File: config.mk
export PLATFORM = sky130hd
export DESIGN_NAME = alu_exec_unit_flat
export DESIGN_NICKNAME = d
export VERILOG_FILES = /design/src/rtl/cpu_pkg.sv /design/src/rtl/alu_exec_unit_if.sv /design/src/rtl/alu_div_iter.sv /design/src/rtl/alu_exec_unit.sv /design/src/flat_wrapper.sv
export SDC_FILE = /design/constraint.sdc
export NUM_CORES = 2
export LEC_CHECK = 0
export ABC_AREA = 0
export CAP_MARGIN = 20
export CORE_MARGIN = 4
export CORE_UTILIZATION = 30
export DETAILED_ROUTE_END_ITERATION = 8
export PLACE_DENSITY = 0.53
export SLEW_MARGIN = 10
export SYNTH_ARGS = -nofsm -noshare
export SYNTH_HDL_FRONTEND = slang
export SYNTH_SLANG_ARGS = --single-unit
File: constraint.sdc
create_clock -name clk -period 28.5 [get_ports clk]
set_input_delay 5.7 -clock clk [delete_from_list [all_inputs] [get_ports clk]]
set_output_delay 5.7 -clock clk [all_outputs]
set_load 0.1 [all_outputs]
File: src/rtl/cpu_pkg.sv
`default_nettype none
// ============================================================================
// Module      : cpu_pkg
// Description : Shared CPU constants: ALU op encodings, opcodes, DIV FSM states.
// Revision    : 1.0 - initial release
// ============================================================================
package cpu_pkg;

    localparam int WIDTH_DEF = 32;

    typedef enum logic [2:0] {
        ADDA = 3'b000,
        SUBA = 3'b001,
        MULA = 3'b010,
        DIVA = 3'b011,
        ANDA = 3'b100,
        ORA  = 3'b101,
        XORA = 3'b110,
        NOTA = 3'b111
    } alu_op_e;

    // CPU instruction opcodes decoded upstream into alu_op_e
    localparam logic [4:0] c_OPC_ADD = 5'h00;
    localparam logic [4:0] c_OPC_SUB = 5'h01;
    localparam logic [4:0] c_OPC_MUL = 5'h02;
    localparam logic [4:0] c_OPC_DIV = 5'h03;
    localparam logic [4:0] c_OPC_AND = 5'h04;
    localparam logic [4:0] c_OPC_OR  = 5'h05;
    localparam logic [4:0] c_OPC_XOR = 5'h06;
    localparam logic [4:0] c_OPC_NOT = 5'h07;

    typedef enum logic [1:0] {
        IDLE    = 2'd0,
        DIV_RUN = 2'd1,
        DIV_FIX = 2'd2
    } div_state_e;

endpackage
`default_nettype wire

File: src/rtl/alu_exec_unit_if.sv
`default_nettype none
// ============================================================================
// Module      : alu_exec_unit_if
// Description : Issue/result bundle between the execute stage and the ALU.
// Revision    : 1.0 - initial release
// ============================================================================
interface alu_exec_unit_if #(
    parameter int WIDTH = 32
);
    logic             flush;
    logic             in_valid;
    logic             in_ready;
    logic [2:0]       alu_op;
    logic [WIDTH-1:0] op_a;
    logic [WIDTH-1:0] op_b;
    logic             out_valid;
    logic [WIDTH-1:0] result;
    logic             flag_z;
    logic             flag_n;
    logic             flag_c;
    logic             flag_v;
    logic             div_by_zero;

    modport master (
        output flush, in_valid, alu_op, op_a, op_b,
        input  in_ready, out_valid, result, flag_z, flag_n, flag_c, flag_v, div_by_zero
    );

    modport slave (
        input  flush, in_valid, alu_op, op_a, op_b,
        output in_ready, out_valid, result, flag_z, flag_n, flag_c, flag_v, div_by_zero
    );
endinterface
`default_nettype wire

File: src/rtl/alu_div_iter.sv
`default_nettype none
// ============================================================================
// Module      : alu_div_iter
// Description : Restoring unsigned divider, one quotient bit per clock.
// Revision    : 1.0 - initial release
// ============================================================================
module alu_div_iter #(
    parameter int WIDTH = 32
) (
    input  wire logic             clk,
    input  wire logic             rst,
    input  wire logic             abort,
    input  wire logic             start,
    input  wire logic [WIDTH-1:0] dividend,
    input  wire logic [WIDTH-1:0] divisor,
    input  wire logic             q_neg,
    output logic                  busy,
    output logic                  done,
    output logic [WIDTH-1:0]      quotient
);
    localparam int CW = $clog2(WIDTH + 1);

    logic [WIDTH-1:0] r_rem;
    logic [WIDTH-1:0] r_quo;
    logic [WIDTH-1:0] r_div;
    logic [CW-1:0]    r_count;
    logic             r_neg;

    logic [WIDTH-1:0] w_src_rem;
    logic [WIDTH-1:0] w_src_quo;
    logic [WIDTH-1:0] w_src_div;
    logic [WIDTH:0]   w_trial;
    logic [WIDTH-1:0] w_nxt_rem;
    logic [WIDTH-1:0] w_nxt_quo;

    // The start edge already performs the first step on the incoming operands
    always_comb begin
        w_src_rem = start ? '0       : r_rem;
        w_src_quo = start ? dividend : r_quo;
        w_src_div = start ? divisor  : r_div;
        w_trial   = {w_src_rem, w_src_quo[WIDTH-1]} - {1'b0, w_src_div};
        if (!w_trial[WIDTH]) begin
            w_nxt_rem = w_trial[WIDTH-1:0];
            w_nxt_quo = {w_src_quo[WIDTH-2:0], 1'b1};
        end else begin
            w_nxt_rem = {w_src_rem[WIDTH-2:0], w_src_quo[WIDTH-1]};
            w_nxt_quo = {w_src_quo[WIDTH-2:0], 1'b0};
        end
    end

    always_ff @(posedge clk) begin
        if (rst) begin
            r_rem   <= '0;
            r_quo   <= '0;
            r_div   <= '0;
            r_count <= '0;
            r_neg   <= 1'b0;
        end else if (abort) begin
            r_count <= '0;
        end else if (start) begin
            r_rem   <= w_nxt_rem;
            r_quo   <= w_nxt_quo;
            r_div   <= divisor;
            r_neg   <= q_neg;
            r_count <= CW'(WIDTH - 1);
        end else if (r_count != '0) begin
            r_rem   <= w_nxt_rem;
            r_quo   <= w_nxt_quo;
            r_count <= r_count - CW'(1);
        end
    end

    assign busy     = (r_count != '0);
    assign done     = (r_count == CW'(1));
    assign quotient = r_neg ? -r_quo : r_quo;

endmodule
`default_nettype wire

File: src/rtl/alu_exec_unit.sv
`default_nettype none
// ============================================================================
// Module      : alu_exec_unit
// Description : Execute-stage ALU with single-cycle ops and an iterative DIV.
// Revision    : 1.0 - initial release
// ============================================================================
module alu_exec_unit
    import cpu_pkg::*;
#(
    parameter int WIDTH = WIDTH_DEF
) (
    input  wire logic       clk,
    input  wire logic       rst,
    alu_exec_unit_if.slave  bus
);
    localparam int MSB = WIDTH - 1;

    div_state_e       r_state;
    logic             r_in_ready;
    logic             r_out_valid;
    logic [WIDTH-1:0] r_result;
    logic             r_z, r_n, r_c, r_v;
    logic             r_dbz;
    logic             r_dbz_pend;

    alu_op_e          w_op;
    logic             w_accept;
    logic             w_div_start;
    logic [WIDTH:0]   w_sum;
    logic [WIDTH:0]   w_diff;
    logic [WIDTH-1:0] w_mul;
    logic [WIDTH-1:0] w_res;
    logic             w_c, w_v;
    logic [WIDTH-1:0] w_abs_a, w_abs_b;
    logic             w_div_busy, w_div_done;
    logic [WIDTH-1:0] w_quot;
    logic [WIDTH-1:0] w_div_res;

    assign w_op        = alu_op_e'(bus.alu_op);
    assign w_accept    = bus.in_valid && r_in_ready && !bus.flush;
    assign w_div_start = w_accept && (w_op == DIVA) && (bus.op_b != '0);
    assign w_sum       = {1'b0, bus.op_a} + {1'b0, bus.op_b};
    assign w_diff      = {1'b0, bus.op_a} - {1'b0, bus.op_b};
    assign w_mul       = bus.op_a * bus.op_b;
    assign w_abs_a     = bus.op_a[MSB] ? -bus.op_a : bus.op_a;
    assign w_abs_b     = bus.op_b[MSB] ? -bus.op_b : bus.op_b;
    assign w_div_res   = r_dbz_pend ? '1 : w_quot;

    always_comb begin
        w_res = '0;
        w_c   = 1'b0;
        w_v   = 1'b0;
        case (w_op)
            ADDA: begin
                w_res = w_sum[MSB:0];
                w_c   = w_sum[WIDTH];
                w_v   = (bus.op_a[MSB] == bus.op_b[MSB]) && (w_sum[MSB] != bus.op_a[MSB]);
            end
            SUBA: begin
                w_res = w_diff[MSB:0];
                w_c   = ~w_diff[WIDTH];
                w_v   = (bus.op_a[MSB] != bus.op_b[MSB]) && (w_diff[MSB] != bus.op_a[MSB]);
            end
            MULA: w_res = w_mul;
            DIVA: w_res = '0;
            ANDA: w_res = bus.op_a & bus.op_b;
            ORA:  w_res = bus.op_a | bus.op_b;
            XORA: w_res = bus.op_a ^ bus.op_b;
            NOTA: w_res = ~bus.op_a;
        endcase
    end

    alu_div_iter #(.WIDTH(WIDTH)) u_div (
        .clk      (clk),
        .rst      (rst),
        .abort    (bus.flush),
        .start    (w_div_start),
        .dividend (w_abs_a),
        .divisor  (w_abs_b),
        .q_neg    (bus.op_a[MSB] ^ bus.op_b[MSB]),
        .busy     (w_div_busy),
        .done     (w_div_done),
        .quotient (w_quot)
    );

    always_ff @(posedge clk) begin
        if (rst) begin
            r_state     <= IDLE;
            r_in_ready  <= 1'b1;
            r_out_valid <= 1'b0;
            r_result    <= '0;
            r_z         <= 1'b0;
            r_n         <= 1'b0;
            r_c         <= 1'b0;
            r_v         <= 1'b0;
            r_dbz       <= 1'b0;
            r_dbz_pend  <= 1'b0;
        end else begin
            r_out_valid <= 1'b0;
            case (r_state)
                IDLE: begin
                    if (w_accept) begin
                        if (w_op == DIVA) begin
                            r_in_ready <= 1'b0;
                            r_dbz_pend <= (bus.op_b == '0);
                            r_state    <= (bus.op_b == '0) ? DIV_FIX : DIV_RUN;
                        end else begin
                            r_out_valid <= 1'b1;
                            r_result    <= w_res;
                            r_z         <= (w_res == '0);
                            r_n         <= w_res[MSB];
                            r_c         <= w_c;
                            r_v         <= w_v;
                            r_dbz       <= 1'b0;
                        end
                    end
                end
                DIV_RUN: begin
                    // Idle-divider guard keeps the FSM from wedging if the two ever disagree
                    if (bus.flush || !w_div_busy) begin
                        r_state    <= IDLE;
                        r_in_ready <= 1'b1;
                    end else if (w_div_done) begin
                        r_state <= DIV_FIX;
                    end
                end
                DIV_FIX: begin
                    r_state    <= IDLE;
                    r_in_ready <= 1'b1;
                    if (!bus.flush) begin
                        r_out_valid <= 1'b1;
                        r_result    <= w_div_res;
                        r_z         <= (w_div_res == '0);
                        r_n         <= w_div_res[MSB];
                        r_c         <= 1'b0;
                        r_v         <= 1'b0;
                        r_dbz       <= r_dbz_pend;
                    end
                end
                default: begin
                    r_state    <= IDLE;
                    r_in_ready <= 1'b1;
                end
            endcase
        end
    end

    assign bus.in_ready    = r_in_ready;
    assign bus.out_valid   = r_out_valid;
    assign bus.result      = r_result;
    assign bus.flag_z      = r_z;
    assign bus.flag_n      = r_n;
    assign bus.flag_c      = r_c;
    assign bus.flag_v      = r_v;
    assign bus.div_by_zero = r_dbz;

endmodule
`default_nettype wire
File: src/flat_wrapper.sv
// flat-port wrapper written by rule: the top's interface ports become plain ports
module alu_exec_unit_flat import cpu_pkg::*;
#(
    parameter int WIDTH = WIDTH_DEF
)
  (clk, rst, bus_flush, bus_in_valid, bus_alu_op, bus_op_a, bus_op_b, bus_in_ready, bus_out_valid, bus_result, bus_flag_z, bus_flag_n, bus_flag_c, bus_flag_v, bus_div_by_zero);
  alu_exec_unit_if #(.WIDTH(WIDTH)) bus_i ();
  input  wire logic clk;
  input  wire logic rst;
  input wire logic [$bits(bus_i.flush)-1:0] bus_flush;
  input wire logic [$bits(bus_i.in_valid)-1:0] bus_in_valid;
  input wire logic [$bits(bus_i.alu_op)-1:0] bus_alu_op;
  input wire logic [$bits(bus_i.op_a)-1:0] bus_op_a;
  input wire logic [$bits(bus_i.op_b)-1:0] bus_op_b;
  output wire logic [$bits(bus_i.in_ready)-1:0] bus_in_ready;
  output wire logic [$bits(bus_i.out_valid)-1:0] bus_out_valid;
  output wire logic [$bits(bus_i.result)-1:0] bus_result;
  output wire logic [$bits(bus_i.flag_z)-1:0] bus_flag_z;
  output wire logic [$bits(bus_i.flag_n)-1:0] bus_flag_n;
  output wire logic [$bits(bus_i.flag_c)-1:0] bus_flag_c;
  output wire logic [$bits(bus_i.flag_v)-1:0] bus_flag_v;
  output wire logic [$bits(bus_i.div_by_zero)-1:0] bus_div_by_zero;
  assign bus_i.flush = bus_flush;
  assign bus_i.in_valid = bus_in_valid;
  assign bus_i.alu_op = bus_alu_op;
  assign bus_i.op_a = bus_op_a;
  assign bus_i.op_b = bus_op_b;
  assign bus_in_ready = bus_i.in_ready;
  assign bus_out_valid = bus_i.out_valid;
  assign bus_result = bus_i.result;
  assign bus_flag_z = bus_i.flag_z;
  assign bus_flag_n = bus_i.flag_n;
  assign bus_flag_c = bus_i.flag_c;
  assign bus_flag_v = bus_i.flag_v;
  assign bus_div_by_zero = bus_i.div_by_zero;
  alu_exec_unit #(.WIDTH(WIDTH)) u_core (.clk(clk), .rst(rst), .bus(bus_i));
endmodule
==> flow_summary.toml <==
[clock_network]
post_cts_buffers = 0
cts-hold-fix-buffers = 0
cts_sinks = 144
cts_htree_levels = 4
clock_tree.root_cell = "sky130_fd_sc_hd__clkbuf_16"
numCtsBuffers = 17
cts_resized = 0
clkSlewWorstSetupHoldPaths_ns = 0.07
clock_tree.buffer_depth = 2
cts_tree = "yes"
insertion_delay_ns = 0.45

[detailed_routing]
maxUsedRoutingLayer = "met5"
detailroute.wirelength.met3_um = 10500
drc = 0
met2WireLength_um = 58400
total_number_of_vias = 29300
drt-wirelength-per-cell_um = 24.8
detailedRoute.firstPassIterationCount = 9
route.layer.met1.wl_um = 54300
drt_iter0_drc = 2910
vias_per_cell = 5.51
postRouteAntennaNets = 0
wirelength_um = 132000

[timing]
hold_viol = 0
grt_setup_unrepaired = "no"
layout_worst_path_cycle_share_pct = 54.1
slew_violations = 0
final.min_clock_period_ns = 15.42
max-slew-margin-rel_pct = 19.8
setup_viol = 0
tightest_slew_ns = 1.19
fin_tns_setup_ns = 0
fin_skew_ns = 0.0118
fmax_mhz = 64.8

[critical_path]
critical_path.reg2reg.startpoint = "u_core.bus.in_ready$_SDFFE_PP1P_"
worst_r2r_endpoint = "u_core.u_div.r_rem[7]$_SDFFE_PP0P_"
timing.critical_path.arrival_ns = 15.80
worst-r2r-cell-count = 23
path_max_fanout = 23
timing.critical_path.required_ns = 28.88
setup.worst_path.start = "bus_op_b[3]"
sort_of_element_at_the_start_of_the_critical_path = "input port"
r2r_setup_slack_ns = 22.19
worst_setup_path_endpoint = "u_core.bus.flag_z$_SDFFE_PP0P_"
timing.setup.critical_path_class = "in -> reg"
end_kind = "flip-flop"

[synthesis]
portion_of_the_post_synthesis_area_used_by_sequential_elements_pct = 9.30
area_leader_netlist = "sky130_fd_sc_hd__fa_1"
synth_top_area_share_pct = 26.6
synth_flop_cell = "sky130_fd_sc_hd__dfxtp_1"
synthTopCellsByArea = "sky130_fd_sc_hd__fa_1, sky130_fd_sc_hd__ha_1, sky130_fd_sc_hd__dfxtp_1"
cell_variety_after_synth = 91
synth_warnings = 0
synth_edf_count = 0
syn_area_sq_um = 31000
mappedNetlistNets = 4702
synth.ff_latch_count = 144
post_synth_inst_count = 3964
synth_area_per_cell_sq_um = 7.82
synth_async_sr_flop_share_pct = 0

[grt]
grt_antenna_before_repair = 5
grt_pass1_wl_um = 195000
grt_remaining_overflow = 0
overall_track_demand_over_capacity_in_global_routing_pct = 24.1
via_count_of_the_first_global_routing_pass = 29000
grt_max_degree = 71

[die]
placeableCoreArea_sq_um = 102000
chipWidth_um = 329
io-pin-count = 110
start_util_pct = 30.3
dieArea_sq_um = 108000
vertical_die_dimension_um = 329
floorplan.rows = 117

[placed_design]
port-buffer-count = 109
gpl.final_weighted_congestion = 1.01
detailed_place_hpwl_um = 99700
placed_cells = 5285

[outcome]
status = "finished, final reports clean"

[final_layout]
layout_common_cells = "sky130_fd_sc_hd__nor2_1, sky130_fd_sc_hd__inv_1, sky130_fd_sc_hd__nand2_1"
final_common_cell = "sky130_fd_sc_hd__nor2_1"
nets = 4674
share_of_cells_above_drive_strength_1_pct = 5.72
syn_to_final_growth_pct = 10.1
layoutNonFillerInstCount = 5318
fillCellCount = 11000

[run]
maxCapViolations = 0

[worst_hold_path]
timing.hold.worst.class = "reg -> reg"
-- layer usage --
metal / track usage, % / vias to the layer above
li1: - / 13000
met4: 12.4 / 2
met1: 31.6 / 14500
met5: 0 / -
met3: 3.82 / 368
met2: 38.5 / 1439
-- layout make-up --
cell class,count,area (sq um),area share [%]
clock buffer,17,425,1.25
multi-input combinational,3065,25200,74.0
clock inverter,15,189,0.554
tap,1368,1710,5.02
sequential,144,2880,8.45
inverter,514,1930,5.66
timing repair buffer,194,1710,5.01
antenna,1,2.50,0.00734
-- registers in the layout, indices dropped and copies added, names as in the netlist --
signal / count
u_core.bus.flag_c: 1
u_core.u_div.r_quo: 32
u_core.bus.out_valid: 1
u_core.u_div.r_neg: 1
u_core.u_div.r_rem: 32
u_core.bus.flag_v: 1
u_core.u_div.r_div: 32
u_core.bus.div_by_zero: 1
u_core.r_dbz_pend: 1
u_core.r_state: 2
u_core.bus.result: 32
u_core.u_div.r_count: 6
u_core.bus.flag_z: 1
u_core.bus.in_ready: 1
-- cell usage after synthesis (all sizes together), types with 9 or more instances --
| cell type | count |
|---|---|
| nor2 | 580 |
| inv | 498 |
| nand2 | 433 |
| fa | 411 |
| ha | 256 |
| a21oi | 243 |
| clkbuf | 194 |
| xnor2 | 166 |
| dfxtp | 144 |
| o21ai | 137 |
| a211oi | 70 |
| buf | 47 |
| nand3 | 47 |
| nor3 | 46 |
| xor2 | 46 |
| a21o | 43 |
| o211ai | 42 |
| and2 | 38 |
| mux2i | 33 |
| nand2b | 33 |
| a31oi | 31 |
| nand4 | 28 |
| o31ai | 25 |
| or3 | 24 |
| nor2b | 21 |
| and3 | 20 |
| nor4 | 19 |
| mux4 | 18 |
| o21a | 18 |
| o41ai | 18 |
| or2 | 18 |
| o21bai | 17 |
| clkinv | 16 |
| or4 | 16 |
| a221oi | 13 |
| o22ai | 13 |
| a2111oi | 11 |
| a22oi | 11 |
| nor3b | 9 |
| o311ai | 9 |
-- cell families after synthesis --
family                   synth area share (%)
adder cells (fa/ha/maj)                  36.9
buffers and inverters                    9.36
AND/OR/NAND/NOR                          19.0
XOR/XNOR                                 6.05
flip-flops                               9.30
AO/OA/AOI/OAI                            16.9
multiplexers                             2.48
-- worst max-delay path: stages --
cell and delay (ns):
sky130_fd_sc_hd__clkdlybuf4s50_1 0.80, sky130_fd_sc_hd__inv_1 0.97, sky130_fd_sc_hd__nor2_1 0.14, sky130_fd_sc_hd__fa_1 0.55, sky130_fd_sc_hd__inv_1 0.05, sky130_fd_sc_hd__fa_1 0.51, sky130_fd_sc_hd__fa_1 0.48, sky130_fd_sc_hd__fa_1 0.55
sky130_fd_sc_hd__inv_1 0.05, sky130_fd_sc_hd__fa_1 0.49, sky130_fd_sc_hd__fa_1 0.57, sky130_fd_sc_hd__fa_1 0.44, sky130_fd_sc_hd__fa_1 0.44, sky130_fd_sc_hd__ha_1 0.39, sky130_fd_sc_hd__a21oi_1 0.53, sky130_fd_sc_hd__o21ai_0 0.26
sky130_fd_sc_hd__a221oi_1 0.45, sky130_fd_sc_hd__o21ai_0 0.13, sky130_fd_sc_hd__a211o_1 0.36, sky130_fd_sc_hd__a31oi_1 0.23, sky130_fd_sc_hd__xor2_1 0.48, sky130_fd_sc_hd__o21ai_0 0.18, sky130_fd_sc_hd__a211oi_1 0.30, sky130_fd_sc_hd__nand4_1 0.16
sky130_fd_sc_hd__or4_1 0.44, sky130_fd_sc_hd__o21ai_1 0.13
-- stage by stage --
| stage | instance area (sq um) | hold WS (ns) | setup slack, ns | util (%) |
|---|---|---|---|---|
| after floorplan | 31000 | 0.427 | 15.44 | - |
| after global placement | 33500 | 0.437 | 12.89 | 32.8 |
| after detailed placement | 33500 | 0.441 | 12.85 | 32.8 |
| after CTS | 34100 | 0.449 | 13.28 | 33.4 |
| after global routing | 34100 | 0.468 | 12.83 | 33.4 |
| final | 34100 | 0.448 | 13.08 | 33.4 |
-- worst min-delay path by stage --
stage / start / endpoint / slack [ns] / depth (start not counted)
floorplan: u_core.u_div.r_rem[0]$_SDFFE_PP0P_ / u_core.u_div.r_rem[0]$_SDFFE_PP0P_ / 0.43 / 2
global placement: u_core.u_div.r_rem[0]$_SDFFE_PP0P_ / u_core.u_div.r_rem[0]$_SDFFE_PP0P_ / 0.44 / 2
detailed placement: u_core.u_div.r_rem[0]$_SDFFE_PP0P_ / u_core.u_div.r_rem[0]$_SDFFE_PP0P_ / 0.44 / 2
CTS: u_core.u_div.r_rem[0]$_SDFFE_PP0P_ / u_core.u_div.r_rem[0]$_SDFFE_PP0P_ / 0.45 / 2
global route: u_core.u_div.r_rem[2]$_SDFFE_PP0P_ / u_core.u_div.r_rem[2]$_SDFFE_PP0P_ / 0.47 / 2
finish: u_core.u_div.r_rem[0]$_SDFFE_PP0P_ / u_core.u_div.r_rem[0]$_SDFFE_PP0P_ / 0.45 / 2
Power is left out: the tool's default activity adds up to more than one toggle a clock period on the data nets, which glitch-free logic cannot reach.
